--- config.mk ---
export PLATFORM = sky130hd
export DESIGN_NAME = axi4_lite_slave_bridge
export DESIGN_NICKNAME = d
export VERILOG_FILES = /design/src/rtl/axi4_lite_slave_bridge.sv
export SDC_FILE = /design/constraint.sdc
export NUM_CORES = 1
export LEC_CHECK = 0
export BUFFER_PORTS_ARGS = -buffer_cell sky130_fd_sc_hd__buf_4
export CAP_MARGIN = 20
export CORE_MARGIN = 3
export CORE_UTILIZATION = 56
export CTS_CLUSTER_SIZE = 14
export DETAILED_ROUTE_END_ITERATION = 6
export GPL_ROUTABILITY_DRIVEN = 0
export GPL_TIMING_DRIVEN = 0
export PLACE_DENSITY = 0.95
export SLEW_MARGIN = 40
export SYNTH_ARGS = -nofsm -noshare
export SYNTH_HDL_FRONTEND = slang
export SYNTH_SLANG_ARGS = --single-unit
--- constraint.sdc ---
create_clock -name clk -period 4.99 [get_ports clk]
set_input_delay 0.998 -clock clk [delete_from_list [all_inputs] [get_ports clk]]
set_output_delay 0.998 -clock clk [all_outputs]
set_load 0.01 [all_outputs]
--- src/rtl/axi4_lite_slave_bridge.sv ---
// AXI4-Lite slave that decodes one address window and forwards single accesses
// to a simple req/ack peripheral port, with DECERR for misses and SLVERR on timeout.
module axi4_lite_slave_bridge #(
    parameter int unsigned            ADDR_WIDTH = 32,
    parameter int unsigned            DATA_WIDTH = 32,
    parameter logic [ADDR_WIDTH-1:0]  BASE_ADDR  = '0,
    parameter int unsigned            SIZE_BYTES = 4096,
    parameter int unsigned            TIMEOUT    = 15
) (
    input  logic                      clk,
    input  logic                      rst,

    input  logic [ADDR_WIDTH-1:0]     S_AXI_AWADDR,
    input  logic                      S_AXI_AWVALID,
    output logic                      S_AXI_AWREADY,
    input  logic [DATA_WIDTH-1:0]     S_AXI_WDATA,
    input  logic [DATA_WIDTH/8-1:0]   S_AXI_WSTRB,
    input  logic                      S_AXI_WVALID,
    output logic                      S_AXI_WREADY,
    output logic [1:0]                S_AXI_BRESP,
    output logic                      S_AXI_BVALID,
    input  logic                      S_AXI_BREADY,
    input  logic [ADDR_WIDTH-1:0]     S_AXI_ARADDR,
    input  logic                      S_AXI_ARVALID,
    output logic                      S_AXI_ARREADY,
    output logic [DATA_WIDTH-1:0]     S_AXI_RDATA,
    output logic [1:0]                S_AXI_RRESP,
    output logic                      S_AXI_RVALID,
    input  logic                      S_AXI_RREADY,

    output logic                      per_req,
    output logic                      per_we,
    output logic [ADDR_WIDTH-1:0]     per_addr,
    output logic [DATA_WIDTH-1:0]     per_wdata,
    output logic [DATA_WIDTH/8-1:0]   per_be,
    input  logic [DATA_WIDTH-1:0]     per_rdata,
    input  logic                      per_ack
);

    localparam int unsigned STRB_WIDTH = DATA_WIDTH / 8;
    localparam int unsigned CNT_WIDTH  = 8;
    localparam logic [ADDR_WIDTH:0]    SIZE_EXT   = (ADDR_WIDTH+1)'(SIZE_BYTES);
    localparam logic [CNT_WIDTH-1:0]   TIMEOUT_M1 = CNT_WIDTH'(TIMEOUT - 1);
    localparam logic [1:0] RESP_OKAY   = 2'b00;
    localparam logic [1:0] RESP_SLVERR = 2'b10;
    localparam logic [1:0] RESP_DECERR = 2'b11;

    typedef enum logic [1:0] {IDLE, ACCESS, RESP} state_t;

    state_t                  state_q, state_d;
    logic                    aw_held_q, aw_held_d, w_held_q, w_held_d, ar_held_q, ar_held_d;
    logic [ADDR_WIDTH-1:0]   aw_addr_q, aw_addr_d, ar_addr_q, ar_addr_d;
    logic [DATA_WIDTH-1:0]   w_data_q, w_data_d;
    logic [STRB_WIDTH-1:0]   w_strb_q, w_strb_d;
    logic                    awready_q, awready_d, wready_q, wready_d, arready_q, arready_d;
    logic                    bvalid_q, bvalid_d, rvalid_q, rvalid_d;
    logic [1:0]              bresp_q, bresp_d, rresp_q, rresp_d, resp_code_q, resp_code_d;
    logic [DATA_WIDTH-1:0]   rdata_q, rdata_d;
    logic                    per_req_q, per_req_d, per_we_q, per_we_d;
    logic [ADDR_WIDTH-1:0]   per_addr_q, per_addr_d;
    logic [DATA_WIDTH-1:0]   per_wdata_q, per_wdata_d;
    logic [STRB_WIDTH-1:0]   per_be_q, per_be_d;
    logic                    cur_write_q, cur_write_d, prefer_write_q, prefer_write_d;
    logic [CNT_WIDTH-1:0]    wait_cnt_q, wait_cnt_d;

    logic                    write_rdy, read_rdy, grant_write, in_range;
    logic [ADDR_WIDTH-1:0]   grant_addr;
    logic [ADDR_WIDTH:0]     offset_ext;

    // State and all registered outputs
    always_ff @(posedge clk or negedge rst) begin
        if (!rst) begin
            state_q        <= IDLE;
            aw_held_q      <= 1'b0;
            w_held_q       <= 1'b0;
            ar_held_q      <= 1'b0;
            aw_addr_q      <= '0;
            ar_addr_q      <= '0;
            w_data_q       <= '0;
            w_strb_q       <= '0;
            awready_q      <= 1'b0;
            wready_q       <= 1'b0;
            arready_q      <= 1'b0;
            bvalid_q       <= 1'b0;
            rvalid_q       <= 1'b0;
            bresp_q        <= '0;
            rresp_q        <= '0;
            resp_code_q    <= '0;
            rdata_q        <= '0;
            per_req_q      <= 1'b0;
            per_we_q       <= 1'b0;
            per_addr_q     <= '0;
            per_wdata_q    <= '0;
            per_be_q       <= '0;
            cur_write_q    <= 1'b0;
            prefer_write_q <= 1'b0;
            wait_cnt_q     <= '0;
        end else begin
            state_q        <= state_d;
            aw_held_q      <= aw_held_d;
            w_held_q       <= w_held_d;
            ar_held_q      <= ar_held_d;
            aw_addr_q      <= aw_addr_d;
            ar_addr_q      <= ar_addr_d;
            w_data_q       <= w_data_d;
            w_strb_q       <= w_strb_d;
            awready_q      <= awready_d;
            wready_q       <= wready_d;
            arready_q      <= arready_d;
            bvalid_q       <= bvalid_d;
            rvalid_q       <= rvalid_d;
            bresp_q        <= bresp_d;
            rresp_q        <= rresp_d;
            resp_code_q    <= resp_code_d;
            rdata_q        <= rdata_d;
            per_req_q      <= per_req_d;
            per_we_q       <= per_we_d;
            per_addr_q     <= per_addr_d;
            per_wdata_q    <= per_wdata_d;
            per_be_q       <= per_be_d;
            cur_write_q    <= cur_write_d;
            prefer_write_q <= prefer_write_d;
            wait_cnt_q     <= wait_cnt_d;
        end
    end

    // Channel capture, arbitration and access sequencing
    always_comb begin
        state_d        = state_q;
        aw_held_d      = aw_held_q;
        w_held_d       = w_held_q;
        ar_held_d      = ar_held_q;
        aw_addr_d      = aw_addr_q;
        ar_addr_d      = ar_addr_q;
        w_data_d       = w_data_q;
        w_strb_d       = w_strb_q;
        bvalid_d       = bvalid_q;
        rvalid_d       = rvalid_q;
        bresp_d        = bresp_q;
        rresp_d        = rresp_q;
        resp_code_d    = resp_code_q;
        rdata_d        = rdata_q;
        per_req_d      = per_req_q;
        per_we_d       = per_we_q;
        per_addr_d     = per_addr_q;
        per_wdata_d    = per_wdata_q;
        per_be_d       = per_be_q;
        cur_write_d    = cur_write_q;
        prefer_write_d = prefer_write_q;
        wait_cnt_d     = wait_cnt_q;

        write_rdy   = aw_held_q && w_held_q;
        read_rdy    = ar_held_q;
        grant_write = write_rdy && (!read_rdy || prefer_write_q);
        grant_addr  = grant_write ? aw_addr_q : ar_addr_q;
        // Borrow bit of the widened subtraction flags addresses below the window
        offset_ext  = {1'b0, grant_addr} - {1'b0, BASE_ADDR};
        in_range    = !offset_ext[ADDR_WIDTH] && ({1'b0, offset_ext[ADDR_WIDTH-1:0]} < SIZE_EXT);

        if (S_AXI_AWVALID && awready_q) begin
            aw_held_d = 1'b1;
            aw_addr_d = S_AXI_AWADDR;
        end
        if (S_AXI_WVALID && wready_q) begin
            w_held_d = 1'b1;
            w_data_d = S_AXI_WDATA;
            w_strb_d = S_AXI_WSTRB;
        end
        if (S_AXI_ARVALID && arready_q) begin
            ar_held_d = 1'b1;
            ar_addr_d = S_AXI_ARADDR;
        end

        case (state_q)
            IDLE: begin
                if (write_rdy || read_rdy) begin
                    // Priority only flips on a contested grant
                    if (write_rdy && read_rdy) begin
                        prefer_write_d = !grant_write;
                    end
                    cur_write_d = grant_write;
                    if (in_range) begin
                        state_d     = ACCESS;
                        per_req_d   = 1'b1;
                        per_we_d    = grant_write;
                        per_addr_d  = offset_ext[ADDR_WIDTH-1:0];
                        per_wdata_d = grant_write ? w_data_q : '0;
                        per_be_d    = grant_write ? w_strb_q : '0;
                        wait_cnt_d  = '0;
                    end else begin
                        state_d     = RESP;
                        resp_code_d = RESP_DECERR;
                    end
                end
            end
            ACCESS: begin
                if (per_ack || (wait_cnt_q == TIMEOUT_M1)) begin
                    state_d   = RESP;
                    per_req_d = 1'b0;
                    if (cur_write_q) begin
                        bvalid_d = 1'b1;
                        bresp_d  = per_ack ? RESP_OKAY : RESP_SLVERR;
                    end else begin
                        rvalid_d = 1'b1;
                        rresp_d  = per_ack ? RESP_OKAY : RESP_SLVERR;
                        rdata_d  = per_ack ? per_rdata : '0;
                    end
                end else begin
                    wait_cnt_d = wait_cnt_q + CNT_WIDTH'(1);
                end
            end
            RESP: begin
                if (!bvalid_q && !rvalid_q) begin
                    bvalid_d = cur_write_q;
                    rvalid_d = !cur_write_q;
                    if (cur_write_q) begin
                        bresp_d = resp_code_q;
                    end else begin
                        rresp_d = resp_code_q;
                    end
                end else if (bvalid_q && S_AXI_BREADY) begin
                    state_d   = IDLE;
                    bvalid_d  = 1'b0;
                    bresp_d   = '0;
                    aw_held_d = 1'b0;
                    w_held_d  = 1'b0;
                end else if (rvalid_q && S_AXI_RREADY) begin
                    state_d   = IDLE;
                    rvalid_d  = 1'b0;
                    rresp_d   = '0;
                    rdata_d   = '0;
                    ar_held_d = 1'b0;
                end
            end
            default: state_d = IDLE;
        endcase

        awready_d = !aw_held_d && !bvalid_d;
        wready_d  = !w_held_d && !bvalid_d;
        arready_d = !ar_held_d && !rvalid_d;
    end

    assign S_AXI_AWREADY = awready_q;
    assign S_AXI_WREADY  = wready_q;
    assign S_AXI_ARREADY = arready_q;
    assign S_AXI_BVALID  = bvalid_q;
    assign S_AXI_BRESP   = bresp_q;
    assign S_AXI_RVALID  = rvalid_q;
    assign S_AXI_RRESP   = rresp_q;
    assign S_AXI_RDATA   = rdata_q;
    assign per_req       = per_req_q;
    assign per_we        = per_we_q;
    assign per_addr      = per_addr_q;
    assign per_wdata     = per_wdata_q;
    assign per_be        = per_be_q;

endmodule

==> results.cfg <==
[detailed_routing]
m1WireLength_microns = 8680
drc = 0
wl_per_cell_microns = 19.5
top_layer = met4
wl_met2_microns = 12100
vias_per_cell = 5.61
ant_nets = 0
route.met3.wl_microns = 2310
drt-total-wl_microns = 23700
dr.pass1.iters = 6
vias = 6822
drtIter0Drc = 485

[final_layout]
final_cell_mix = buf_4, dfrtp_1, mux2_2
final_common_cell = buf_4
seq_area_sq_um = 5680
fill_cells = 908
syn_to_final_growth_pct = 32.9
drive_gt1_share_pct = 40.7
num-nets-final = 1135
multi_input_area_sq_um = 3140
antenna_cells = 0

[sta]
timing.fmax_ghz = 0.387
whs_ns = 0.393
rsz0062_at_grt = false
fin_crit_ns = 2.58
tightest_slew_ns = 0.749
setup_viol = 0
setup-tns-final_ns = 0
hold_viol = 0
fin_ws_ns = 2.41
finalCritPeriodShare_pct = 51.7
final.setup_skew_ns = 0.0145
slew_headroom_pct = 50.1
slew_viol_final = 0

[clock_network]
htreeDepth = 1
clockRootBuffer = clkbuf_16
clock-sinks = 227
clock_insertion_delay_worst_skew_ns = 0.49
cts_setup_buffers = 0
cts.hold.buffers_added = 0
path_clk_slew_ns = 0.06
ctsResizeCount = 0
clockBufferDepth = 3
cts_tree = yes
cts_inserted_buffers = 23

[hold_path]
holdCritPathClass = in2async

[power]
clockPowerShare_pct = 26.5
power_density_nw_per_um2 = 526
pwr-share-seq_pct = 45.0
pwr-share-comb_pct = 28.5
p_sw_mw = 1.94
sw_frac_of_total_pct = 30.6
ir_worst_vdd_mv = 0.392
internal_power_mw = 4.38
p_leak_nw = 5.89

[synthesis]
synth_edf_count = 0
synth_warnings = 0
syn_nets = 857
ys.flop_type = dfrtp_1
yosysUniqueCellTypes = 56
syn_area_sq_um = 9040
synth_seq_area_share_pct = 62.9
synthCells = 712
ys_ff_latch = 227
async_reset_ff_share_pct = 100
syn_avg_cell_area_sq_um = 12.7

[grt]
grt_pass1_wl_microns = 37500
grt_max_degree = 79
track_usage_pct = 26.5
grt_pass1_vias = 7314
antenna_found_initial = 0
grt-ovfl-total = 0

[worst_setup_path]
critical_path_class = reg2reg
cp-start-kind = flip-flop
endpoint_kind = flip-flop
r2r_slack_ns = 2.41
r2r_end = S_AXI_RDATA[26]$_DFFE_PN0P_
cp_common_cell = clkbuf_1
timing.rr.start = wait_cnt_q[5]$_DFFE_PN0P_
max_stage_delay_ns = 0.49
path_max_fanout = 10
worst_ep_arrival_time_ns = 2.92
cp.required_ns = 5.33
critPathSlowestCell = nor4_1
rr_worst_depth = 8
path_cells = clkbuf_1 > nor4_1 > a41oi_1 > o21ai_1 > nand3_2 > clkbuf_1 > nand2_1 > o21ai_0

[run]
max_cap_violations = 0

[placed_design]
numPortBuffers = 250
dp_hpwl_microns = 16800
pre_cts_slack_ns = 2.37

[floorplanning]
rows = 45
fp.dieArea_sq_um = 17700
die_h_microns = 133
ios = 251
core_sq_um = 15500
initial_core_util_pct = 58.4
dieWidth_microns = 133

[run_status]
status = complete, no violations
[power groups by stage]
stage	registers [mW]	clock network, mW	logic [mW]
CTS	2.83	1.70	1.82
floorplan	2.83	0	1.04
detailed placement	2.85	0	1.80
global placement	2.80	0	1.69
global route	2.91	1.78	1.97
finish	2.84	1.67	1.80
[worst max path at each step]
| stage | start | to | slack [ns] | cells past startpoint |
|---|---|---|---|---|
| 2_1_floorplan | per_ack | wait_cnt_q[7]$_DFFE_PN0P_ | 2.93 | 4 |
| 3_3_place_gp | rst | per_wdata[25]$_DFFE_PN0P_ | 1.30 | 1 |
| 3_5_place_dp | per_ack | S_AXI_RDATA[7]$_DFFE_PN0P_ | 2.37 | 7 |
| 4_1_cts | wait_cnt_q[5]$_DFFE_PN0P_ | S_AXI_RDATA[26]$_DFFE_PN0P_ | 2.44 | 8 |
| 5_1_grt | wait_cnt_q[5]$_DFFE_PN0P_ | S_AXI_RDATA[26]$_DFFE_PN0P_ | 2.20 | 8 |
| 6_report | wait_cnt_q[5]$_DFFE_PN0P_ | S_AXI_RDATA[26]$_DFFE_PN0P_ | 2.41 | 8 |
[Yosys cell counts, drive strengths merged (2+ instances only)]
master / instances / area, sq um
inv: 7 / 26.3
o31ai: 2 / 28.8
nand2b: 2 / 12.5
or3: 2 / 12.5
nand2: 102 / 385
mux2: 104 / 1170
nand4: 3 / 18.8
and4: 2 / 17.5
a22o: 37 / 324
a21oi: 12 / 60.1
o21ai: 50 / 250
nand3: 10 / 60.1
dfrtp: 227 / 5680
a211o: 2 / 17.5
clkbuf: 24 / 90.1
nor4: 12 / 75.1
mux2i: 13 / 130
buf: 17 / 93.8
nor2: 11 / 48.8
a221o: 2 / 20.0
o211ai: 2 / 15.0
nor2b: 2 / 12.5
a21o: 2 / 15.0
a31oi: 5 / 31.3
and3: 6 / 37.5
ha: 5 / 62.6
nor3: 7 / 35.0
and2: 22 / 138
[per-layer routing]
metal	track usage [%]	vias up
li1	-	3073
met4	7.91	0
met3	7.95	50
met5	0	-
met2	46.7	328
met1	31.2	3371
[worst max-delay path: cells and delay by family, from the launching register on]
kind,cells,cell delay [ns]
simple gates,3,0.86
buf+inv,2,0.46
compound gates,3,0.73
flops,1,0.37
[state kept, by name (all words and copies together) (netlist names), 2 cells and up]
signal and cells:
per_wdata 32, S_AXI_RDATA 32, per_be 4, ar_addr_q 32
w_strb_q 4, aw_addr_q 32, per_addr 32, wait_cnt_q 8
S_AXI_RRESP 2, S_AXI_BRESP 2, w_data_q 32, state_q 2
[stage by stage]
stage	utilization [%]	instance area, sq um	total power, mW	cells
2_1_floorplan	-	9040	3.87	712
3_3_place_gp	72.2	11200	4.49	1173
3_5_place_dp	72.8	11300	4.65	1176
4_1_cts	77.6	12000	6.35	1217
5_1_grt	77.6	12000	6.65	1217
6_report	77.6	12000	6.32	1217
[layout make-up]
class,count,area share [%]
plain buffers,41,1.53
clock buffers,33,5.61
well taps,211,2.20
repair buffers,253,16.4
inverters,8,0.250
multi-input cells,436,26.2
flip-flops and latches,227,47.3
clock inverters,8,0.563
[kinds of logic (layout without fill, tap and decap cells)]
logic type               Yosys count  count (layout)  share of synthesized area [%]
flip-flops                       227             227                           62.9
AND/OR/NAND/NOR                  184             184                           9.68
AO/OA/AOI/OAI                    129             129                           9.91
multiplexers                     117             117                           14.4
buffers and inverters             49             343                           2.37
adder cells (fa/ha/maj)            5               5                          0.692
XOR/XNOR                           1               1                         0.0969
No activity file was read; power rests on OpenSTA's default activity.
